$ cat src/rtl/reset_ctrl_pkg.sv
// Shared types and constants for the reset sequencer.
package reset_ctrl_pkg;

    typedef enum logic [1:0] {
        WAIT_LOCK = 2'd0,
        HOLD      = 2'd1,
        RUN       = 2'd2
    } state_t;

    localparam int                   LOSS_CNT_W   = 4;
    localparam logic [LOSS_CNT_W-1:0] LOSS_CNT_MAX = 4'd15;

endpackage

$ cat src/rtl/reset_ctrl_sync_debounce.sv
// Multi-flop synchronizer followed by an optional stability filter.
// DEBOUNCE_CYCLES=1 bypasses the filter so the output is the plain synchronizer.
module sync_debounce #(
    parameter int   SYNC_STAGES     = 2,
    parameter int   DEBOUNCE_CYCLES = 1,
    parameter logic RESET_VAL       = 1'b0
) (
    input  logic clk,
    input  logic rst_n,
    input  logic din,
    output logic dout
);

    logic [SYNC_STAGES-1:0] sync_q;
    logic                   sync_s;

    always_ff @(posedge clk or negedge rst_n) begin
        if (!rst_n) begin
            sync_q <= {SYNC_STAGES{RESET_VAL}};
        end else begin
            sync_q <= {sync_q[SYNC_STAGES-2:0], din};
        end
    end

    assign sync_s = sync_q[SYNC_STAGES-1];

    generate
        if (DEBOUNCE_CYCLES <= 1) begin : g_bypass
            assign dout = sync_s;
        end else begin : g_debounce
            localparam int CNT_W = $clog2(DEBOUNCE_CYCLES);

            logic [CNT_W-1:0] cnt;
            logic             db_q;

            // The filtered level flips only after the input disagreed for a full run.
            always_ff @(posedge clk or negedge rst_n) begin
                if (!rst_n) begin
                    cnt  <= '0;
                    db_q <= RESET_VAL;
                end else if (sync_s == db_q) begin
                    cnt <= '0;
                end else if (cnt == CNT_W'(DEBOUNCE_CYCLES - 1)) begin
                    cnt  <= '0;
                    db_q <= sync_s;
                end else begin
                    cnt <= cnt + CNT_W'(1);
                end
            end

            assign dout = db_q;
        end
    endgenerate

endmodule

$ cat src/rtl/reset_ctrl.sv
// Reset sequencer: qualifies PLL lock, stretches reset, and re-asserts it on
// lock loss or a debounced button press. Outputs are all registered.
module reset_ctrl
    import reset_ctrl_pkg::*;
#(
    parameter int SYNC_STAGES     = 2,
    parameter int LOCK_FILTER     = 256,
    parameter int HOLD_CYCLES     = 4096,
    parameter int DEBOUNCE_CYCLES = 65536
) (
    input  logic                  clk,
    input  logic                  rst_n,
    input  logic                  locked,
    input  logic                  btn_n,
    output logic                  sys_rst_n,
    output logic                  ready,
    output logic                  lock_lost,
    output logic [LOSS_CNT_W-1:0] lock_loss_cnt,
    output state_t                dbg_state
);

    localparam int FILT_W = (LOCK_FILTER > 1) ? $clog2(LOCK_FILTER) : 1;
    localparam int HOLD_W = (HOLD_CYCLES > 1) ? $clog2(HOLD_CYCLES) : 1;

    localparam logic [FILT_W-1:0] FILT_LAST = FILT_W'(LOCK_FILTER - 1);
    localparam logic [HOLD_W-1:0] HOLD_LAST = HOLD_W'(HOLD_CYCLES - 1);

    logic lock_s;
    logic btn_db;
    logic press;

    state_t            state;
    logic [FILT_W-1:0] filt_cnt;
    logic [HOLD_W-1:0] hold_cnt;

    sync_debounce #(
        .SYNC_STAGES    (SYNC_STAGES),
        .DEBOUNCE_CYCLES(1),
        .RESET_VAL      (1'b0)
    ) u_lock_sync (
        .clk  (clk),
        .rst_n(rst_n),
        .din  (locked),
        .dout (lock_s)
    );

    sync_debounce #(
        .SYNC_STAGES    (SYNC_STAGES),
        .DEBOUNCE_CYCLES(DEBOUNCE_CYCLES),
        .RESET_VAL      (1'b1)
    ) u_btn_sync (
        .clk  (clk),
        .rst_n(rst_n),
        .din  (btn_n),
        .dout (btn_db)
    );

    assign press     = ~btn_db;
    assign dbg_state = state;

    // sys_rst_n/ready default low each cycle and are raised only for a RUN next state,
    // so they track state on the same edge without a combinational output path.
    always_ff @(posedge clk or negedge rst_n) begin
        if (!rst_n) begin
            state         <= WAIT_LOCK;
            filt_cnt      <= '0;
            hold_cnt      <= '0;
            sys_rst_n     <= 1'b0;
            ready         <= 1'b0;
            lock_lost     <= 1'b0;
            lock_loss_cnt <= '0;
        end else begin
            sys_rst_n <= 1'b0;
            ready     <= 1'b0;
            case (state)
                WAIT_LOCK: begin
                    if (!lock_s) begin
                        filt_cnt <= '0;
                    end else if (filt_cnt == FILT_LAST) begin
                        state    <= HOLD;
                        filt_cnt <= '0;
                        hold_cnt <= '0;
                    end else begin
                        filt_cnt <= filt_cnt + FILT_W'(1);
                    end
                end
                HOLD: begin
                    if (!lock_s) begin
                        state    <= WAIT_LOCK;
                        filt_cnt <= '0;
                    end else if (press) begin
                        hold_cnt <= '0;
                    end else if (hold_cnt == HOLD_LAST) begin
                        state     <= RUN;
                        hold_cnt  <= '0;
                        sys_rst_n <= 1'b1;
                        ready     <= 1'b1;
                    end else begin
                        hold_cnt <= hold_cnt + HOLD_W'(1);
                    end
                end
                RUN: begin
                    if (!lock_s) begin
                        state     <= WAIT_LOCK;
                        filt_cnt  <= '0;
                        lock_lost <= 1'b1;
                        if (lock_loss_cnt != LOSS_CNT_MAX) begin
                            lock_loss_cnt <= lock_loss_cnt + LOSS_CNT_W'(1);
                        end
                    end else if (press) begin
                        state    <= HOLD;
                        hold_cnt <= '0;
                    end else begin
                        sys_rst_n <= 1'b1;
                        ready     <= 1'b1;
                    end
                end
                default: begin
                    state <= WAIT_LOCK;
                end
            endcase
        end
    end

endmodule

$ cat config.mk
export PLATFORM = sky130hd
export DESIGN_NAME = reset_ctrl
export DESIGN_NICKNAME = d
export VERILOG_FILES = /design/src/rtl/reset_ctrl_pkg.sv /design/src/rtl/reset_ctrl_sync_debounce.sv /design/src/rtl/reset_ctrl.sv
export SDC_FILE = /design/constraint.sdc
export NUM_CORES = 1
export LEC_CHECK = 0
export CORE_ASPECT_RATIO = 1.25
export CORE_MARGIN = 2
export CORE_UTILIZATION = 59
export DETAILED_ROUTE_END_ITERATION = 8
export GPL_TIMING_DRIVEN = 0
export PLACE_DENSITY = 0.89
export SYNTH_ARGS = -nofsm -noshare
export SYNTH_HDL_FRONTEND = slang
export SYNTH_SLANG_ARGS = --single-unit
export TNS_END_PERCENT = 20
$ cat constraint.sdc
create_clock -name clk -period 2.78 [get_ports clk]
set_input_delay 0.417 -clock clk [delete_from_list [all_inputs] [get_ports clk]]
set_output_delay 0.417 -clock clk [all_outputs]
set_load 0.05 [all_outputs]
==> results of run 1 <==
-- Yosys cell counts (all sizes together) (7+ instances only) --
master,instances
nor2,28
nand4,10
and3,9
nor3,7
a21oi,10
nand2,15
dfrtp,46
xor2,8
inv,8
xnor2,9
nand3,12
ha,8
-- worst register-to-register path: cells and delay by family (launching register included) --
kind / cells / cell delay [ns]
and+or+nand+nor: 2 / 0.70
AOI/OAI and AO/OA: 1 / 0.44
DFF: 1 / 0.39
muxes: 1 / 0.26
adders and majority gates: 1 / 0.20
buffers and inverters: 1 / 0.15
-- metal layers --
layer | vias to the layer above | global-route usage, % | wire [µm]
li1 | 974 | - | -
met1 | 973 | 26.1 | 2080
met2 | 26 | 36.6 | 2390
met3 | 9 | 4.06 | 134
met4 | 0 | 9.33 | 93
met5 | - | 0 | 0
-- final timing paths --
check | end | slack, ns | depth (start not counted) | startpoint
worst max register to register | hold_cnt[0] | 0.57 | 6 | filt_cnt[1]
worst min register to register | u_lock_sync.sync_q[1] | 0.36 | 0 | u_lock_sync.sync_q[0]
worst min-delay path | u_btn_sync.g_debounce.cnt[3] | 0.03 | 1 | rst_n
min in group clk | u_lock_sync.sync_q[1] | 0.36 | 0 | u_lock_sync.sync_q[0]
max in group asynchronous | u_btn_sync.sync_q[1] | 2.19 | 2 | rst_n
worst max-delay path | hold_cnt[0] | 0.57 | 6 | filt_cnt[1]
-- power groups by stage --
stage	sequential [W]	combinational (W)	clock [W]
after floorplan	0.000748	0.0000258	0
after global placement	0.000750	0.0000480	0
after detailed placement	0.000751	0.0000518	0
after CTS	0.000737	0.0000521	0.000525
after global routing	0.000739	0.0000589	0.000552
final	0.000737	0.0000505	0.000513
-- logic make-up after synthesis --
| family | synth area share (%) |
|---|---|
| AO/OA/AOI/OAI | 14.3 |
| XOR/XNOR | 5.79 |
| adder cells (fa/ha/maj) | 3.89 |
| buffers and inverters | 3.11 |
| flip-flops | 47.8 |
| multiplexers | 2.63 |
| AND/OR/NAND/NOR | 22.4 |
-- through the flow --
stage | instances | util, %
2_1_floorplan | 252 | -
3_3_place_gp | 320 | 66.8
3_5_place_dp | 321 | 67.2
4_1_cts | 329 | 70.0
5_1_grt | 329 | 70.0
6_report | 329 | 70.0
-- layout make-up --
cell class | instances | area (µm²)
Multi-Input combinational cell | 187 | 1260
Fill cell | 324 | 1240
Sequential cell | 49 | 1230
Timing Repair Buffer | 13 | 135
Tap cell | 56 | 70.1
Clock buffer | 5 | 68.8
Buffer | 8 | 50.0
Clock inverter | 3 | 46.3
Inverter | 8 | 30.0
-- registers in the layout (all words and copies together) (netlist names) --
| signal | cells |
|---|---|
| dbg_state | 2 |
| lock_loss_cnt | 4 |
| u_lock_sync.sync_q | 2 |
| filt_cnt | 8 |
| u_btn_sync.g_debounce.cnt | 16 |
| lock_lost | 1 |
| u_btn_sync.sync_q | 2 |
| u_btn_sync.dout | 1 |
| ready | 1 |
| hold_cnt | 12 |
==> results.ini, run 1 <==
[clock_network]
numClockSinks = 49
root_buffer = clkbuf_8
insertion_delay_ns = 0.30
cts_inserted_buffers = 5
htreeDepth = 2
post_cts_buffers = 0
hold_buffers = 0
cts_tree = done
clockBufferDepth = 2
clk_pin_slew_ns = 0.09
cts_resized = 0

[place]
placed_area_mm2 = 0.00278
place_ws_ns = 0.598
gp_congestion = 0.839
dpl.hpwl_um = 3310
numPortBuffers = 12

[yosys]
synth_edf_count = 0
synth_seq_cells = 49
avgSynthCellArea_um2 = 10.2
syn_nets = 264
yosys.area.top_type = dfrtp_1
async_flop_share_pct = 100
synthCells = 252
synth_area_mm2 = 0.00257
yosysSeqAreaShare_pct = 47.8
yosysUniqueCellTypes = 51
synth_top_cells_by_area = dfrtp_1 45%, nor2_1 4.1%, ha_1 3.9%
synthFlopType = dfrtp_1
synth_top_area_share_pct = 44.8
yosysWarnings = 0

[power_and_ir_drop]
ir_worst_vdd_mv = 0.349
p_int_w = 0.00101
leakage_nw = 1.27
power.density_mw_per_mm2 = 450
p_seq_share_pct = 56.7
clock_power_share_pct = 39.4
switching_share_pct = 22.0
finalPower_w = 0.00130
p_switching_w = 0.000287
combPwrFrac_pct = 3.9

[setup_path]
critPathMaxFanout = 10
cp_slowest_stage_delay_ns = 0.56
worst_setup_path_start_kind = register
crit_chain = ha_1 -> nand3_2 -> o41a_1 -> buf_6 -> nor4_4 -> mux2_2
worstPathArrival_ns = 2.45
worstSetupEndpointType = register
critical_path_class = reg2reg
crit_family = simple AND/OR/NAND/NOR gates
cpMaxStageDelayCell = nor4_4
path_buf_inv = 1
cp_data_required_time_ns = 3.02

[sta]
hold_viol = 0
worst_slack_ns = 0.570
tightest_slew_ns = 0.610
max_clock_freq_mhz = 452
setup_viol = 0
period_needed_ns = 2.21
maxSlewHeadroom_pct = 59.3
finClkSkew_ns = 0.00475
fin_hold_ws_ns = 0.0289
setup-tns-final_ns = 0
drv_slew = 0
rsz0062_at_grt = false
post-route-period-util_pct = 79.5

[floorplan]
dieArea_mm2 = 0.00491
core_mm2 = 0.00413
pin_count = 13
fp-row-count = 26
die_h_um = 77.8
die_x_um = 63.0
initial_core_util_pct = 62.2

[finish]
fin_nets = 284
area_delta_synth_final_pct = 12.5
antenna_cells = 0
finalInstanceArea_mm2 = 0.00289
final_cell_mix = 46 x dfrtp_1, 28 x nor2_1, 15 x nand2_1, 11 x nand3_1, 11 x clkdlybuf4s50_1
layout_commonest_cell = dfrtp_1
drive_above_1_share_pct = 11.7

[route]
vias_per_cell = 6.02
num_vias = 1982
first_pass_iters = 4
wl_um = 4700
drc = 0
wire_per_inst_um = 14.3
drtIter0Drc = 106
antenna_left = 0

[run]
cap_violations = 0

[min_path]
hold_class = in2async

[run_status]
outcome = finished, final reports clean

[grt]
grt_start_max_net_pins = 34
grt-ovfl-total = 0
grt_pass1_vias = 1883
grtUsageTotal_pct = 21.4
antenna_found_initial = 0
grt_pass1_wl_um = 8270

(Power assumes the default switching activity.)
==> run 2, diff against run 1 <==
==> constraint.sdc (replaced) <==
create_clock -name clk -period 2.3 [get_ports clk]
set_input_delay 0.345 -clock clk [delete_from_list [all_inputs] [get_ports clk]]
set_output_delay 0.345 -clock clk [all_outputs]
set_load 0.05 [all_outputs]
==> results.ini, run 2 (synthesis gave the netlist of run 1 again) <==
[setup_path]
critical_path_class = reg2reg
rr_worst_depth = 6  ; unchanged
r2r_end = hold_cnt[0]
critPathMaxFanout = 10  ; unchanged
worstPathArrival_ns = 2.42  ; -0.03 ns
rr_startpoint = filt_cnt[1]
worst_setup_path_start_kind = register
cp_data_required_time_ns = 2.54  ; -0.48 ns
cp-endpoint = hold_cnt[0]
worst-r2r-setup-slack_ns = 0.12  ; -0.45 ns
crit_start = filt_cnt[1]
worstSetupEndpointType = register

[clock_network]
clockBufferDepth = 2  ; unchanged
cts_resized = 0  ; unchanged
clk_pin_slew_ns = 0.09  ; about the same
cts_inserted_buffers = 5  ; unchanged
insertion_delay_ns = 0.30  ; about the same
numClockSinks = 49  ; unchanged
post_cts_buffers = 0  ; unchanged
htreeDepth = 2  ; unchanged
cts_tree = done
root_buffer = clkbuf_8

[grt]
grt_pass1_vias = 1886  ; +0.16%
grtUsageTotal_pct = 21.4  ; +0.031 points
grt_pass1_wl_um = 8290  ; +0.16%
grt-ovfl-total = 0  ; unchanged
grt_start_max_net_pins = 34  ; unchanged
antenna_found_initial = 0  ; unchanged

[floorplan]
pin_count = 13  ; unchanged
initial_core_util_pct = 62.2  ; unchanged
core_mm2 = 0.00413  ; unchanged
dieArea_mm2 = 0.00491  ; unchanged
die_x_um = 63.0  ; unchanged
fp-row-count = 26  ; unchanged
die_h_um = 77.8  ; unchanged

[finish]
layout_commonest_cell = dfrtp_1
final_cell_mix = 46 x dfrtp_1, 28 x nor2_1, 15 x nand2_1, 11 x nand3_1, 11 x clkdlybuf4s50_1
fin_nets = 285  ; +0.35%
top_register = u_btn_sync.g_debounce.cnt
largest_reg_flops = 16  ; unchanged
drive_above_1_share_pct = 11.7  ; -0.043 points
area_delta_synth_final_pct = 12.8
antenna_cells = 0  ; unchanged
largestRegisters = u_btn_sync.g_debounce.cnt x16, hold_cnt x12, filt_cnt x8
finish.utilization_pct = 70.2  ; +0.24 points

[power_and_ir_drop]
combPwrFrac_pct = 4.0  ; about the same
clock_power_share_pct = 39.4  ; about the same
ir_worst_vdd_mv = 0.424  ; +21%
p_seq_share_pct = 56.6  ; about the same
switching_share_pct = 22.0  ; -0.041 points
power.density_mw_per_mm2 = 542  ; +20%
p_int_w = 0.00123  ; +21%
p_switching_w = 0.000346  ; +21%
leakage_nw = 1.28  ; +0.33%

[min_path]
holdPathStages = 0
hold_class = reg2reg

[sta]
drv_slew = 0  ; unchanged
max_clock_freq_mhz = 459  ; +1.5%
rsz0062_at_grt = false
period_needed_ns = 2.18  ; -0.0323 ns
finClkSkew_ns = 0.00435  ; -0.000407 ns
hold_viol = 0  ; unchanged
setup_viol = 0  ; unchanged
setup-tns-final_ns = 0  ; unchanged
post-route-period-util_pct = 94.7  ; +15 points
tightest_slew_ns = 0.618  ; +0.00827 ns
maxSlewHeadroom_pct = 58.7  ; -0.55 points

[route]
wl_um = 4710  ; +0.30%
drtIter0Drc = 115  ; +8.5%
vias_per_cell = 6.03  ; about the same
wire_per_inst_um = 14.3  ; about the same
antenna_left = 0  ; unchanged
num_vias = 1989  ; +0.35%
first_pass_iters = 4  ; unchanged
drc = 0  ; unchanged

[place]
gp_congestion = 0.839  ; unchanged
dpl.hpwl_um = 3310  ; unchanged
numPortBuffers = 12  ; unchanged

[run]
cap_violations = 0  ; unchanged

[run_status]
outcome = finished, final reports clean

## run 2: cell types whose count changed in the layout (fill, tap and decap cells not counted)
cell | previous run | this run
dlygate4sd3_1 | 0 | 1
## run 2: worst min-delay path by stage
stage,start,end,slack [ns]
after floorplan,rst_n,dbg_state[0],0.05
after global placement,u_lock_sync.sync_q[0],u_lock_sync.sync_q[1],0.33
after detailed placement,rst_n,lock_loss_cnt[0],0.30
after CTS,u_btn_sync.sync_q[0],u_btn_sync.sync_q[1],0.36
after global routing,u_btn_sync.sync_q[0],u_btn_sync.sync_q[1],0.36
final,u_lock_sync.sync_q[0],u_lock_sync.sync_q[1],0.36
## run 2: final cells by class
class | count | area [µm²]
Buffer | 8 | 50.0
Clock buffer | 5 | 68.8
Clock inverter | 3 | 46.3
Fill cell | 322 | 1230
Inverter | 8 | 30.0
Multi-Input combinational cell | 187 | 1260
Sequential cell | 49 | 1230
Tap cell | 56 | 70.1
Timing Repair Buffer | 14 | 145
## run 2: per-stage QoR
step                      cell area (µm²)  std cells  setup WS, ns  hold WS, ns  total power [W]
final                                2900        330         0.122        0.357          0.00157
after global placement               2760        320        -0.469        0.332         0.000965
after floorplan                      2570        252        0.0693       0.0494         0.000935
after global routing                 2900        330        0.0166        0.364          0.00163
after CTS                            2900        330        0.0851        0.361          0.00159
after detailed placement             2780        321         0.118        0.299         0.000970
## run 2: per-layer routing
metal | GRT usage, % | up-vias | wire length (µm)
met5 | 0 | - | 0
met4 | 9.33 | 0 | 93
met3 | 4.06 | 9 | 147
met2 | 36.6 | 32 | 2400
met1 | 26.2 | 974 | 2070
li1 | - | 974 | -
## run 2: what timing repair did
item / 4_1_cts / 5_1_grt
endpoints found under the hold margin: 16 / 0
endpoints found under the setup margin: 0 / 6
hold buffers: 1 / 0
## run 2: power by group through the flow
stage | registers [W] | clock network [W] | logic, W
floorplan | 0.000904 | 0 | 0.0000312
finish | 0.000891 | 0.000619 | 0.0000623
global route | 0.000893 | 0.000667 | 0.0000726
global placement | 0.000907 | 0 | 0.0000580
detailed placement | 0.000907 | 0 | 0.0000626
CTS | 0.000891 | 0.000634 | 0.0000642
## run 2: worst max-delay path, cell delays in order (launching register included)
cell     delay [ns]
dfrtp_1        0.39
ha_1           0.20
nand3_2        0.14
o41a_1         0.44
buf_6          0.15
nor4_4         0.52
mux2_2         0.26
==> run 3, diff against run 2 <==
--- a/config.mk
+++ b/config.mk
@@ -10,7 +10,7 @@
 export CORE_UTILIZATION = 59
 export DETAILED_ROUTE_END_ITERATION = 8
 export GPL_TIMING_DRIVEN = 0
-export PLACE_DENSITY = 0.89
+export PLACE_DENSITY = 0.83
 export SYNTH_ARGS = -nofsm -noshare
 export SYNTH_HDL_FRONTEND = slang
 export SYNTH_SLANG_ARGS = --single-unit
==> results.ini, run 3 (synthesis gave the netlist of run 1 again) <==
[run_status]
outcome = complete, but fails checks
failed_checks = negative hold slack

[sta]
worst_slack_ns = 0.132  ; +0.0103 ns
post-route-period-util_pct = 94.2  ; -0.45 points
max_clock_freq_mhz = 461  ; +0.47%
drv_slew = 0  ; unchanged
fin_hold_ws_ns = -0.00716  ; -0.364 ns
maxSlewHeadroom_pct = 57.3  ; -1.4 points
rsz0062_at_grt = false
finClkSkew_ns = 0.0131  ; +0.00872 ns
tightest_slew_ns = 0.640  ; +0.0214 ns
period_needed_ns = 2.17  ; -0.0103 ns
setup_viol = 0  ; unchanged
setup-tns-final_ns = 0  ; unchanged
hold_viol = 6  ; +6

[finish]
area_delta_synth_final_pct = 13.9
ff_latch_area_mm2 = 0.00123  ; unchanged
final_cell_mix = 46 x dfrtp_1, 28 x nor2_1, 15 x nand2_1, 11 x nand3_1, 11 x clkdlybuf4s50_1
drive_above_1_share_pct = 12.4  ; +0.68 points
top_register = u_btn_sync.g_debounce.cnt
num-fill-cells = 326  ; +1.2%
largest_reg_flops = 16  ; unchanged
antenna_cells = 0  ; unchanged
largestRegisters = u_btn_sync.g_debounce.cnt x16, hold_cnt x12, filt_cnt x8
fin_nets = 286  ; +0.35%
finish.utilization_pct = 70.9  ; +0.67 points
layout_commonest_cell = dfrtp_1
multi_input_area_mm2 = 0.00126  ; unchanged

[route]
vias_per_cell = 5.86  ; -2.7%
highest_layer = met4
antenna_left = 0  ; unchanged
wl_um = 4650  ; -1.3%
wl_met3_um = 181  ; +23%
first_pass_iters = 4  ; unchanged
wire_per_inst_um = 14.0  ; -1.6%
num_vias = 1941  ; -2.4%
drc = 0  ; unchanged
wirelength_met1_um = 2010  ; -3.1%
drtIter0Drc = 115  ; unchanged
route.met2.wl_um = 2370  ; -1.2%

[floorplan]
core_mm2 = 0.00413  ; unchanged
die_x_um = 63.0  ; unchanged
dieArea_mm2 = 0.00491  ; unchanged
die_h_um = 77.8  ; unchanged
pin_count = 13  ; unchanged
fp-row-count = 26  ; unchanged
initial_core_util_pct = 62.2  ; unchanged

[setup_path]
path_common_cell = buf_6
critical_path_class = reg2reg
r2r_end = hold_cnt[5]
rr_worst_depth = 7  ; +1
critPathMaxFanout = 9  ; -1
cpMaxStageDelayCell = o41a_1
worst-r2r-setup-slack_ns = 0.13  ; about the same
cp_slowest_stage_delay_ns = 0.44  ; -0.08 ns
worstSetupEndpointType = register
rr_startpoint = filt_cnt[1]
cp_data_required_time_ns = 2.49  ; -0.05 ns
worstPathArrival_ns = 2.36  ; -0.06 ns
crit_chain = ha_1 -> nand3_2 -> o41a_1 -> buf_6 -> or2_1 -> buf_6 -> a221o_1
worst_setup_path_start_kind = register

[grt]
grt_start_max_net_pins = 29  ; -15%
grtUsageTotal_pct = 21.3  ; -0.11 points
grt_pass1_vias = 1878  ; -0.42%
grt_pass1_wl_um = 8260  ; -0.33%
antenna_found_initial = 0  ; unchanged
grt-ovfl-total = 0  ; unchanged

[clock_network]
clk_pin_slew_ns = 0.10  ; about the same
insertion_delay_ns = 0.31  ; about the same
clockBufferDepth = 2  ; unchanged
cts_resized = 0  ; unchanged
post_cts_buffers = 0  ; unchanged
hold_buffers = 0  ; -1
cts_inserted_buffers = 5  ; unchanged
htreeDepth = 2  ; unchanged
root_buffer = clkbuf_8
cts_tree = done
numClockSinks = 49  ; unchanged

[power_and_ir_drop]
combPwrFrac_pct = 3.6  ; -0.4 points
finalPower_w = 0.00169  ; +7.3%
switching_share_pct = 20.7  ; -1.3 points
p_seq_share_pct = 52.8  ; -3.8 points
p_int_w = 0.00134  ; +9.1%
ir_worst_vdd_mv = 0.516  ; +22%
leakage_nw = 1.30  ; +1.7%
power.density_mw_per_mm2 = 576  ; +6.3%
p_switching_w = 0.000349  ; +0.95%
clock_power_share_pct = 43.6  ; +4.2 points

[place]
gp_congestion = 0.894  ; +6.6%
dpl.hpwl_um = 3370  ; +1.6%
numPortBuffers = 12  ; unchanged
place_ws_ns = 0.126  ; +0.00791 ns

[run]
cap_violations = 0  ; unchanged

[min_path]
hold_class = in2async

run 3: layer usage:
layer	vias to the layer above	global-route usage [%]
li1	975	-
met1	916	25.9
met2	41	36.4
met3	9	3.77
met4	0	10.0
met5	-	0
run 3: stage by stage:
step                      instance area [µm²]  instances
after floorplan                          2570        252
after global placement                   2760        320
after detailed placement                 2780        321
after CTS                                2910        329
after global routing                     2930        331
final                                    2930        331
run 3: power by group through the flow:
stage / Sequential (W) / Clock (W) / Combinational, W
4_1_cts: 0.000891 / 0.000747 / 0.0000632
6_report: 0.000891 / 0.000735 / 0.0000608
5_1_grt: 0.000894 / 0.000782 / 0.0000734
2_1_floorplan: 0.000904 / 0 / 0.0000312
3_3_place_gp: 0.000907 / 0 / 0.0000579
3_5_place_dp: 0.000908 / 0 / 0.0000629
run 3: worst max-delay path by stage:
stage,depth (start not counted),start,end,slack (ns)
finish,7,filt_cnt[1],hold_cnt[5],0.13
global route,7,filt_cnt[1],hold_cnt[3],0.008
CTS,6,filt_cnt[1],hold_cnt[0],0.09
detailed placement,6,filt_cnt[1],hold_cnt[0],0.13
global placement,1,rst_n,hold_cnt[1],-0.45
floorplan,7,dbg_state[0],hold_cnt[5],0.07
run 3: layout make-up:
cell class,instances,area share (%)
flip-flops and latches,49,42.0
clock inverters,3,2.35
plain buffers,8,1.71
well taps,56,2.39
inverters,8,1.03
clock buffers,5,2.35
multi-input cells,187,43.1
repair buffers,15,5.13
run 3: worst max-delay path, delay by kind of cell, from the launching register on:
family | cells | cell delay (ns)
fa+ha+maj | 1 | 0.20
compound gates | 2 | 0.78
simple gates | 2 | 0.37
buf+inv | 2 | 0.29
flops | 1 | 0.40
